[config.mk]
export PLATFORM = sky130hd
export DESIGN_NAME = fp_seq_divider
export DESIGN_NICKNAME = d
export VERILOG_FILES = /design/src/rtl/fp_seq_divider.sv
export SDC_FILE = /design/constraint.sdc
export NUM_CORES = 1
export LEC_CHECK = 0
export BUFFER_PORTS_ARGS = -buffer_cell sky130_fd_sc_hd__buf_4
export CORE_MARGIN = 1.5
export CORE_UTILIZATION = 45
export CTS_BUF_LIST = sky130_fd_sc_hd__clkbuf_8
export DETAILED_ROUTE_END_ITERATION = 10
export PLACE_DENSITY = 0.66
export SETUP_SLACK_MARGIN = 0.4
export SYNTH_ARGS = -nofsm -noshare
export SYNTH_HDL_FRONTEND = slang
export SYNTH_SLANG_ARGS = --single-unit
[constraint.sdc]
create_clock -name clk -period 2.7 [get_ports clk]
set_input_delay 0.54 -clock clk [delete_from_list [all_inputs] [get_ports clk]]
set_output_delay 0.54 -clock clk [all_outputs]
set_load 0.005 [all_outputs]
[src/rtl/fp_seq_divider.sv]
// Multi-cycle IEEE 754 single-precision divider built on restoring mantissa division.
// Quotients are truncated toward zero, and denormal operands are treated as zero.
module fp_seq_divider #(
    parameter int BITS_PER_CYCLE = 1
) (
    input  logic        clk,
    input  logic        rst,
    input  logic        in_valid,
    output logic        in_ready,
    input  logic [31:0] a,
    input  logic [31:0] b,
    output logic        out_valid,
    input  logic        out_ready,
    output logic [31:0] out,
    output logic [3:0]  out_flags
);

    typedef enum logic [1:0] {
        IDLE = 2'd0,
        DIV  = 2'd1,
        NORM = 2'd2,
        DONE = 2'd3
    } state_t;

    state_t        state_r, state_s;
    logic          sign_r;
    logic [9:0]    exp_r;
    logic [25:0]   rem_r, rem_s;
    logic [23:0]   dvs_r;
    logic [24:0]   quo_r, quo_s;
    logic [4:0]    cnt_r;
    logic [31:0]   out_r, spec_out_s;
    logic [3:0]    flags_r, spec_flags_s;
    logic          spec_s, accept_s, sign_s;
    logic signed [9:0] fexp_s;
    logic [22:0]   mant_s;

    function automatic logic is_nan(input logic [31:0] x);
        return (x[30:23] == 8'hFF) && (x[22:0] != 23'd0);
    endfunction

    function automatic logic is_inf(input logic [31:0] x);
        return (x[30:23] == 8'hFF) && (x[22:0] == 23'd0);
    endfunction

    function automatic logic is_zero(input logic [31:0] x);
        return x[30:23] == 8'h00;
    endfunction

    assign accept_s  = in_valid && (state_r == IDLE);
    assign sign_s    = a[31] ^ b[31];
    assign in_ready  = (state_r == IDLE);
    assign out_valid = (state_r == DONE);
    assign out       = out_r;
    assign out_flags = flags_r;

    // Special-operand decode, evaluated in priority order on the live inputs
    always_comb begin
        spec_s       = 1'b1;
        spec_out_s   = 32'd0;
        spec_flags_s = 4'b0000;
        if (is_nan(a)) begin
            spec_out_s = {a[31], 8'hFF, 1'b1, a[21:0]};
        end else if (is_nan(b)) begin
            spec_out_s = {b[31], 8'hFF, 1'b1, b[21:0]};
        end else if ((is_zero(a) && is_zero(b)) || (is_inf(a) && is_inf(b))) begin
            spec_out_s   = 32'h7FC0_0000;
            spec_flags_s = 4'b1000;
        end else if (is_inf(a)) begin
            spec_out_s = {sign_s, 8'hFF, 23'd0};
        end else if (is_zero(b)) begin
            spec_out_s   = {sign_s, 8'hFF, 23'd0};
            spec_flags_s = 4'b0100;
        end else if (is_zero(a) || is_inf(b)) begin
            spec_out_s = {sign_s, 31'd0};
        end else begin
            spec_s = 1'b0;
        end
    end

    // Restoring division step, unrolled BITS_PER_CYCLE times
    always_comb begin
        rem_s = rem_r;
        quo_s = quo_r;
        for (int i = 0; i < BITS_PER_CYCLE; i++) begin
            if (rem_s >= {2'b00, dvs_r}) begin
                quo_s = {quo_s[23:0], 1'b1};
                rem_s = (rem_s - {2'b00, dvs_r}) << 1;
            end else begin
                quo_s = {quo_s[23:0], 1'b0};
                rem_s = rem_s << 1;
            end
        end
    end

    // Normalisation: quotient lies in [0.5, 2), so at most one left shift
    always_comb begin
        if (quo_r[24]) begin
            fexp_s = $signed(exp_r);
            mant_s = quo_r[23:1];
        end else begin
            fexp_s = $signed(exp_r - 10'd1);
            mant_s = quo_r[22:0];
        end
    end

    // Next-state logic
    always_comb begin
        state_s = state_r;
        case (state_r)
            IDLE: begin
                if (accept_s) begin
                    state_s = spec_s ? DONE : DIV;
                end else begin
                    state_s = IDLE;
                end
            end
            DIV: begin
                if (cnt_r <= 5'(BITS_PER_CYCLE)) begin
                    state_s = NORM;
                end else begin
                    state_s = DIV;
                end
            end
            NORM: state_s = DONE;
            DONE: begin
                if (out_ready) begin
                    state_s = IDLE;
                end else begin
                    state_s = DONE;
                end
            end
            default: state_s = IDLE;
        endcase
    end

    // State register
    always_ff @(posedge clk) begin
        if (rst) begin
            state_r <= IDLE;
        end else begin
            state_r <= state_s;
        end
    end

    // Operand capture, iteration and result registers
    always_ff @(posedge clk) begin
        if (rst) begin
            sign_r  <= 1'b0;
            exp_r   <= 10'd0;
            rem_r   <= 26'd0;
            dvs_r   <= 24'd0;
            quo_r   <= 25'd0;
            cnt_r   <= 5'd0;
            out_r   <= 32'd0;
            flags_r <= 4'b0000;
        end else begin
            case (state_r)
                IDLE: begin
                    if (accept_s) begin
                        sign_r <= sign_s;
                        exp_r  <= {2'b00, a[30:23]} - {2'b00, b[30:23]} + 10'd127;
                        rem_r  <= {3'b001, a[22:0]};
                        dvs_r  <= {1'b1, b[22:0]};
                        quo_r  <= 25'd0;
                        cnt_r  <= 5'd25;
                        if (spec_s) begin
                            out_r   <= spec_out_s;
                            flags_r <= spec_flags_s;
                        end
                    end
                end
                DIV: begin
                    rem_r <= rem_s;
                    quo_r <= quo_s;
                    cnt_r <= cnt_r - 5'(BITS_PER_CYCLE);
                end
                NORM: begin
                    if (fexp_s >= 10'sd255) begin
                        out_r   <= {sign_r, 8'hFF, 23'd0};
                        flags_r <= 4'b0010;
                    end else if (fexp_s <= 10'sd0) begin
                        out_r   <= {sign_r, 31'd0};
                        flags_r <= 4'b0001;
                    end else begin
                        out_r   <= {sign_r, fexp_s[7:0], mant_s};
                        flags_r <= 4'b0000;
                    end
                end
                DONE: begin
                    if (out_ready) begin
                        flags_r <= 4'b0000;
                    end
                end
                default: begin
                    flags_r <= 4'b0000;
                end
            endcase
        end
    end

endmodule

==> After elaboration in Yosys (flattened, before gate mapping) <==
Cells that the tools add are included.
{ "classes": {"n_lt_le_gt_ge": 4, "bitwise_logic": 1, "mux": 43, "n_eq_ne": 8, "reduce_logical": 23, "addsub": 5} }
{ "op_table": {"columns": ["op", "n"], "rows": [
  ["32-bit 2-to-1 mux", 8],
  ["32-bit one-hot mux with 2 select lines", 1],
  ["31-bit 2-to-1 mux", 2],
  ["26-bit 2-to-1 mux", 2],
  ["26-bit one-hot mux with 2 select lines", 1],
  ["25-bit one-hot mux with 2 select lines", 1],
  ["23-bit logical NOT", 2],
  ["23-bit nonzero test", 2],
  ["26-bit by 24-bit greater-or-equal comparator with 1-bit output", 1],
  ["25-bit 2-to-1 mux", 1],
  ["25-bit by 24-bit subtractor with 25-bit output", 1],
  ["4-bit 2-to-1 mux", 6],
  ["23-bit 2-to-1 mux", 1],
  ["8-bit == test (second input constant)", 2],
  ["8-bit logical NOT", 2],
  ["4-bit one-hot mux with 3 select lines", 1],
  ["9-bit by 8-bit adder with 10-bit output (second input constant)", 1],
  ["10-bit by 9-bit greater-or-equal comparator with 1-bit output (second input constant)", 1],
  ["10-bit by 1-bit <= comparator with 1-bit output (second input constant)", 1],
  ["10-bit 2-to-1 mux", 1],
  ["2-bit 2-to-1 mux", 5],
  ["5-bit one-hot mux with 2 select lines", 1],
  ["10-bit by 1-bit subtractor with 10-bit output (second input constant)", 1],
  ["8-bit by 8-bit subtractor with 9-bit output", 1],
  ["18 further kinds", 38]
]} }
{ "word_totals": {"reg_bits": 129, "inputBits": 68, "elab_cells": 93, "out_inout_bits": 38} }

==> Depth between registers and ports, before layout <==
Gate-level depths: netlist (run 1).
{ "logic_depth": {"ltp_word": 12, "ltp_mapped": 13, "ltp_nobuf": 11} }

==> Worst setup path after synthesis (run 1) <==
No wires, ideal clock.
{ "synth_timing": {"path_kind": "register to register", "start": "register rem_r[0]", "end": "register rem_r[18]", "stages_incl_launch_ff": 14, "t_arrival_ns": 2.586, "period_less_slack_ns": 2.720, "setup_time_ns": 0.133, "path_buffers": 2, "path_slack_ns": -0.020, "required_ns": 2.567, "cell_sequence": "dfxtp_1 inv_1 ha_1 fa_1 nor2b_1 o31a_1 o31ai_1 a211o_1 o2bb2ai_1 o21bai_1 buf_4 buf_4 mux2i_1 o22ai_1"} }
{ "synth_between": {"elab_chain_len": 3, "elab_cells_between_ends": 4, "cone_classes": "1 x add/sub; 1 x order compare; 2 x mux"} }
{ "synth_lines": {"columns": ["element", "line_no", "rtl"], "rows": [
  ["start: declaration", "28", "logic [25:0] rem_r, rem_s;"],
  ["start signal: assignment", "163", "rem_r <= {3'b001, a[22:0]};"],
  ["start signal: assignment", "174", "rem_r <= rem_s;"],
  ["25-bit by 24-bit subtractor with 25-bit output / 26-bit by 24-bit greater-or-equal comparator with 1-bit output (equally long branches)", "88, 86", null],
  ["26-bit 2-to-1 mux (*)", "86", "if (rem_s >= {2'b00, dvs_r}) begin"],
  ["26-bit one-hot mux with 2 select lines (*)", "158", "case (state_r)"]
]} }
Mark *: on every way between the ends. The rest lies on a longest branch, timed or not.
A chain may end at the register's enable or synchronous reset.

==> Worst setup path after layout (run 1) <==
{ "layout_timing": {"start": "register rem_r[0]", "end": "register rem_r[3]"} }
Same word-level chain as after synthesis.

==> results.py, run 1 <==
metrics = {
    "outcome": {
        "outcome": "complete, no violations",
    },
    "run": {
        "maxCapViolCount": 0,
    },
    "cts": {
        "clock_path_buffers": 2,
        "cts_sinks": 129,
        "cts_root_buf": "clkbuf_8",
        "cts_buffers": 17,
        "cts_tree": "yes",
        "clock_latency_ns": 0.46,
        "htree_levels": 4,
        "clk_pin_slew_ns": 0.08,
    },
    "floorplan": {
        "fp.coreArea_um2": 17400,
        "placementRows": 48,
        "ios": 106,
        "die_w_um": 137,
        "start_util_pct": 46.3,
        "die_h_um": 137,
        "dieArea_um2": 18700,
    },
    "detailed_routing": {
        "dr.first_iter.drc_count": 641,
        "dr_total_vias": 8387,
        "routedWlPerCell_um": 18.3,
        "routed_wl_mm": 25.9,
        "vias_per_cell": 5.91,
        "dr.pass1.iters": 9,
        "drc_errors": 0,
        "ant_nets": 0,
    },
    "pwr": {
        "power_leakage_nw": 4.30,
        "powerDensity_nw_per_um2": 1160,
        "peakVddDrop_v": 0.00119,
    },
    "yosys": {
        "syn_inst": 1014,
        "synthXorXnorAreaFrac_pct": 3.27,
        "syn_area_um2": 8030,
        "ys_seq_area_share_pct": 32.2,
        "synth_compound_area_share_pct": 25.1,
        "synthMuxAreaShare_pct": 5.22,
        "syn_avg_cell_area_um2": 7.92,
        "synth_top_family_by_area": "compound AO/OA/AOI/OAI gates",
        "synth_ff_type": "dfxtp_1",
        "synth-edff-count": 0,
        "async_flop_share_pct": 0,
        "yosys_warnings": 0,
        "ys_ff_latch": 129,
        "synth_simple_gate_area_share_pct": 22.0,
        "synth_cell_types": 71,
        "synth_adder_area_share_pct": 6.11,
        "syn_nets": 1120,
    },
    "critical_path": {
        "crit_arrival_ns": 3.01,
        "path_max_fanout": 12,
        "endpoint_kind": "flop",
        "path_cells": "inv_2 -> ha_4 -> fa_2 -> nor2b_2 -> o31a_1 -> o31ai_4 -> a211o_1 -> o2bb2ai_4 -> o21bai_4 -> buf_12 -> mux2i_1 -> o22ai_1",
        "cp.required_ns": 3.01,
        "cp-start-kind": "flop",
        "max_stage_delay_ns": 0.35,
        "slowest_stage": "fa_2",
        "critical_path_buf_inv_count": 2,
        "path_class": "flop to flop",
        "cp_top_family": "compound AO/OA/AOI/OAI gates",
    },
    "global_route": {
        "grt_usage_pct": 27.2,
        "overflow": 0,
        "grt_pass1_wl_mm": 39.7,
        "grt_max_degree": 71,
        "grt_antenna_before_repair": 0,
        "grt_pass1_vias": 7668,
    },
    "finish": {
        "design_area_um2": 10800,
        "antenna_cells": 0,
        "area_growth_pct": 34.1,
        "nets": 1288,
        "drive_gt1_share_pct": 30.1,
    },
    "sta": {
        "slew_headroom_pct": 50.5,
        "min_period_ns": 2.69,
        "rsz0062_at_grt": "yes",
        "fmax_mhz": 371,
        "finalCritPeriodShare_pct": 99.7,
        "worst_pin_slew_ns": 0.735,
        "maxSlewViolCount": 0,
        "fin_tns_setup_ns": 0,
        "setup_viol": 0,
        "skew_ns": 0.0116,
        "hold_violations": 0,
        "holdWs_ns": 0.340,
    },
    "place": {
        "place_area_um2": 9720,
        "post-dp-hpwl_mm": 18.4,
        "gp_congestion": 0.912,
        "portBuffers": 105,
    },
    "hold_path": {
        "min_path_type": "input port to flop",
    },
}
## flip-flops by register name, indices dropped and copies added, names as in the netlist
signal	flops
cnt_r	5
dvs_r	24
exp_r	10
out	32
out_flags	4
quo_r	25
rem_r	26
sign_r	1
state_r	2
## cells by family (layout without fill, tap and decap cells)
logic type	Yosys count	count (layout)
buffers and inverters	120	301
xor gates and xnor gates	30	30
adders and majority gates	38	38
DFF	129	129
and+or+nand+nor	365	365
muxes	39	39
AOI/OAI and AO/OA	293	293
## path summary, 6_finish.rpt
kind	slack, ns	endpoint	depth (start not counted)	from
worst max-delay path	0.007	rem_r[3]	12	rem_r[0]
worst min-delay path	0.34	dvs_r[0]	3	b[0]
worst max register to register	0.007	rem_r[3]	12	rem_r[0]
worst min register to register	0.46	dvs_r[19]	2	dvs_r[19]
## cells in the mapped netlist, drive strengths merged, types with 7 or more instances
library cell  count  share of area [%]
clkbuf           50                2.3
buf              17                1.3
xnor2            23                2.5
nand3            37                2.3
o21a              9               0.84
mux2             23                3.2
o21bai            8               0.75
a21o             10               0.93
nor3             24                1.5
a222oi           22                2.7
a22oi            20                1.9
nor4             20                1.7
o22ai            13                1.0
o21ai            28                1.7
a21oi            89                5.5
xor2              7               0.76
inv              52                2.4
ha               36                5.6
nand4            10               0.78
nor2b             9               0.70
nand2b            9               0.70
mux2i            16                2.0
nand2           115                5.4
a211oi           40                3.7
dfxtp           129                 32
nor2             93                4.4
## where the power goes
part           internal [W]  switching (W)  total [W]
Sequential          0.00231       0.000362    0.00267
Clock              0.000979       0.000867    0.00185
Combinational       0.00387        0.00409    0.00796
Total               0.00716        0.00532     0.0125
## routing by layer
metal	vias to the layer above	share of wire [%]	global-route usage, %
li1	4060	-	-
met1	3959	45	36.4
met2	314	46	44.1
met3	54	6.8	4.96
met4	0	2.4	9.04
met5	-	0	0
## stage by stage
step	power, W	instances	setup slack (ns)	utilization, %
after floorplan	0.00747	1014	0.141	-
after global placement	0.00934	1358	-0.0505	56.0
after detailed placement	0.00942	1358	-0.0798	56.0
after CTS	0.0118	1405	0.115	60.1
after global routing	0.0132	1420	-0.0800	62.1
final	0.0125	1420	0.00724	62.1
## cell type report
type / instances / area, um^2
fillers: 1557 / 6580
flip-flops and latches: 129 / 2600
clock buffers: 19 / 262
clock inverters: 13 / 176
inverters: 53 / 214
well taps: 225 / 282
multi-input cells: 765 / 5420
repair buffers: 216 / 1820
## tightest hold or removal path: stages
cell and delay [ns]:
buf_4 0.12, nand2_1 0.05, a21oi_1 0.05
## placed cells by master, fill, tap and decap left out, types with 7 or more instances in the layout
cell      netlist  final
buf_4           2    197
dfxtp_1       129    118
nand2_1       114    112
nor2_1         92     89
a21oi_1        89     81
inv_1          52     48
nand3_1        37     37
a211oi_1       40     31
ha_1           36     27
nor3_1         24     24
mux2_2         23     23
o21ai_0        28     22
a222oi_1       22     22
xnor2_1        23     21
a22oi_1        20     19
clkbuf_8        0     19
nor4_1         19     17
mux2i_1        16     16
o22ai_1        13     13
buf_12          0     11
nand4_1        10     10
a21o_1         10     10
o21a_1          9      9
a211oi_2        0      9
ha_4            0      9
dfxtp_2         0      9
nor2b_1         9      8
nand2b_1        9      8
xor2_1          7      7
a21oi_2         0      7
## repair_timing
| action | in CTS | in global routing |
|---|---|---|
| gates resized for setup | 32 | 40 |
| pin swaps | 29 | 27 |
| hold buffers | 0 | 0 |
| buffers inserted | 15 | 13 |
| cloned | 0 | 2 |
| endpoints found under the setup margin | 58 | 62 |
No activity file was read; power rests on OpenSTA's default activity.
==> run 2, diff against run 1 <==
--- a/config.mk
+++ b/config.mk
@@ -11,7 +11,8 @@
 export CTS_BUF_LIST = sky130_fd_sc_hd__clkbuf_8
 export DETAILED_ROUTE_END_ITERATION = 10
 export PLACE_DENSITY = 0.66
-export SETUP_SLACK_MARGIN = 0.4
+export RECOVER_POWER = 50
+export SETUP_SLACK_MARGIN = 0.15
 export SYNTH_ARGS = -nofsm -noshare
 export SYNTH_HDL_FRONTEND = slang
 export SYNTH_SLANG_ARGS = --single-unit
==> results.py, run 2 (synthesis results as in run 1) <==
metrics = {
    "outcome": {
        "outcome": "complete, no violations",
    },
    "detailed_routing": {
        "routedWlPerCell_um": 17.8,
        "dr.first_iter.drc_count": 725,
        "dr_total_vias": 8275,
        "ant_nets": 0,
        "routed_wl_mm": 25.0,
        "vias_per_cell": 5.89,
        "drc_errors": 0,
        "dr.pass1.iters": 6,
    },
    "place": {
        "portBuffers": 105,
        "gp_congestion": 0.916,
        "place_area_um2": 9580,
        "dp_slack_ns": -0.0800,
        "post-dp-hpwl_mm": 18.2,
        "dp.cells": 1355,
    },
    "critical_path": {
        "path_class": "flop to flop",
        "cp.required_ns": 3.02,
        "slowest_stage": "dfxtp_2",
        "path_cells": "inv_2 -> ha_4 -> fa_2 -> nor2b_2 -> o31a_1 -> o31ai_4 -> a211o_1 -> o2bb2ai_4 -> o21bai_4 -> buf_12 -> mux2i_1 -> o22ai_1",
        "r2r_end": "rem_r[5]",
        "r2r_slack_ns": 0.06,
        "r2r.worst_path.cells": 12,
        "cp-start-kind": "flop",
        "crit_arrival_ns": 2.97,
        "r2r_start": "rem_r[0]",
        "endpoint_kind": "flop",
        "path_max_fanout": 9,
        "max_stage_delay_ns": 0.34,
    },
    "floorplan": {
        "dieArea_um2": 18700,
        "die_h_um": 137,
        "die_w_um": 137,
        "fp.coreArea_um2": 17400,
        "placementRows": 48,
        "start_util_pct": 46.3,
        "ios": 106,
    },
    "sta": {
        "maxSlewViolCount": 0,
        "hold_violations": 0,
        "slew_headroom_pct": 30.4,
        "skew_ns": 0.0130,
        "finalCritPeriodShare_pct": 97.8,
        "worst_pin_slew_ns": 1.04,
        "layout_setup_ws_ns": 0.0584,
        "setup_viol": 0,
        "min_period_ns": 2.64,
        "fmax_mhz": 379,
        "rsz0062_at_grt": "yes",
    },
    "pwr": {
        "peakVddDrop_v": 0.000693,
        "power_leakage_nw": 4.11,
        "powerDensity_nw_per_um2": 1160,
        "power_w": 0.0120,
    },
    "cts": {
        "htree_levels": 4,
        "cts_tree": "yes",
        "clock_latency_ns": 0.46,
        "clock_path_buffers": 2,
        "cts_root_buf": "clkbuf_8",
        "cts_sinks": 129,
        "clk_pin_slew_ns": 0.08,
        "cts_hold_buf": 0,
        "cts_buffers": 17,
    },
    "run": {
        "maxCapViolCount": 0,
    },
    "hold_path": {
        "min_to": "dvs_r[10]",
        "min_path_type": "input port to flop",
        "min_path_cells": 3,
        "min_from": "b[10]",
    },
    "finish": {
        "instances_no_fill": 1404,
        "design_area_um2": 10400,
        "area_growth_pct": 28.9,
        "final_cell_mix": "144 x buf_4, 122 x dfxtp_1, 112 x nand2_1, 90 x nor2_1, 85 x a21oi_1",
        "nets": 1272,
        "antenna_cells": 0,
        "final_core_util_pct": 59.7,
        "fill_cells": 1630,
        "largest_register_ffs": 32,
        "final_common_cell": "buf_4",
        "drive_gt1_share_pct": 26.5,
    },
    "global_route": {
        "grt_max_degree": 91,
        "grt_antenna_before_repair": 0,
        "grt_pass1_vias": 7554,
        "grt_pass1_wl_mm": 38.7,
        "overflow": 0,
        "grt_usage_pct": 26.6,
    },
}
## run 2: critical path, delay by kind of cell (launching register included)
family / cells / cell delay [ns]
fa+ha+maj: 2 / 0.49
flops: 1 / 0.34
buf+inv: 2 / 0.22
compound gates: 6 / 1.09
simple gates: 1 / 0.13
mux: 1 / 0.22
## run 2: layer usage
metal	GRT usage, %	share of wire, %
met5	0	0
met1	37.5	46
met2	41.2	44
met3	5.78	8.5
met4	6.26	1.5
## run 2: worst max path at each step
stage | startpoint | cells past startpoint | endpoint | slack [ns]
2_1_floorplan | a[23] | 11 | exp_r[9] | 0.13
3_3_place_gp | a[23] | 12 | exp_r[9] | -0.07
3_5_place_dp | a[23] | 12 | exp_r[9] | -0.08
4_1_cts | dvs_r[2] | 11 | rem_r[11] | 0.08
5_1_grt | rem_r[0] | 12 | rem_r[18] | -0.08
6_report | rem_r[0] | 12 | rem_r[5] | 0.06
## run 2: power by group
group	switching (W)	internal [W]
Clock	0.000787	0.000690
Combinational	0.00405	0.00385
Sequential	0.000355	0.00231
## run 2: per-stage QoR
stage	hold WS, ns	TNS [ns]
6_report	0.344	0
4_1_cts	0.331	0
5_1_grt	0.333	-0.574
3_5_place_dp	0.446	-0.242
2_1_floorplan	0.435	0
3_3_place_gp	0.440	-0.135
## run 2: final cells by class
| cell class | instances | area (um^2) | area share [%] |
|---|---|---|---|
| Multi-Input combinational cell | 765 | 5320 | 51.4 |
| Sequential cell | 129 | 2590 | 25.0 |
| Timing Repair Buffer | 200 | 1620 | 15.6 |
| Tap cell | 225 | 282 | 2.72 |
| Clock buffer | 20 | 275 | 2.66 |
| Inverter | 53 | 199 | 1.92 |
| Clock inverter | 12 | 68.8 | 0.665 |
## run 2: repair_timing
action / CTS / global route
resized for setup: 13 / 50
gates cloned: 0 / 3
pin swaps: 3 / 57
endpoints found under the setup margin: 55 / 57
buffers inserted: 5 / 9
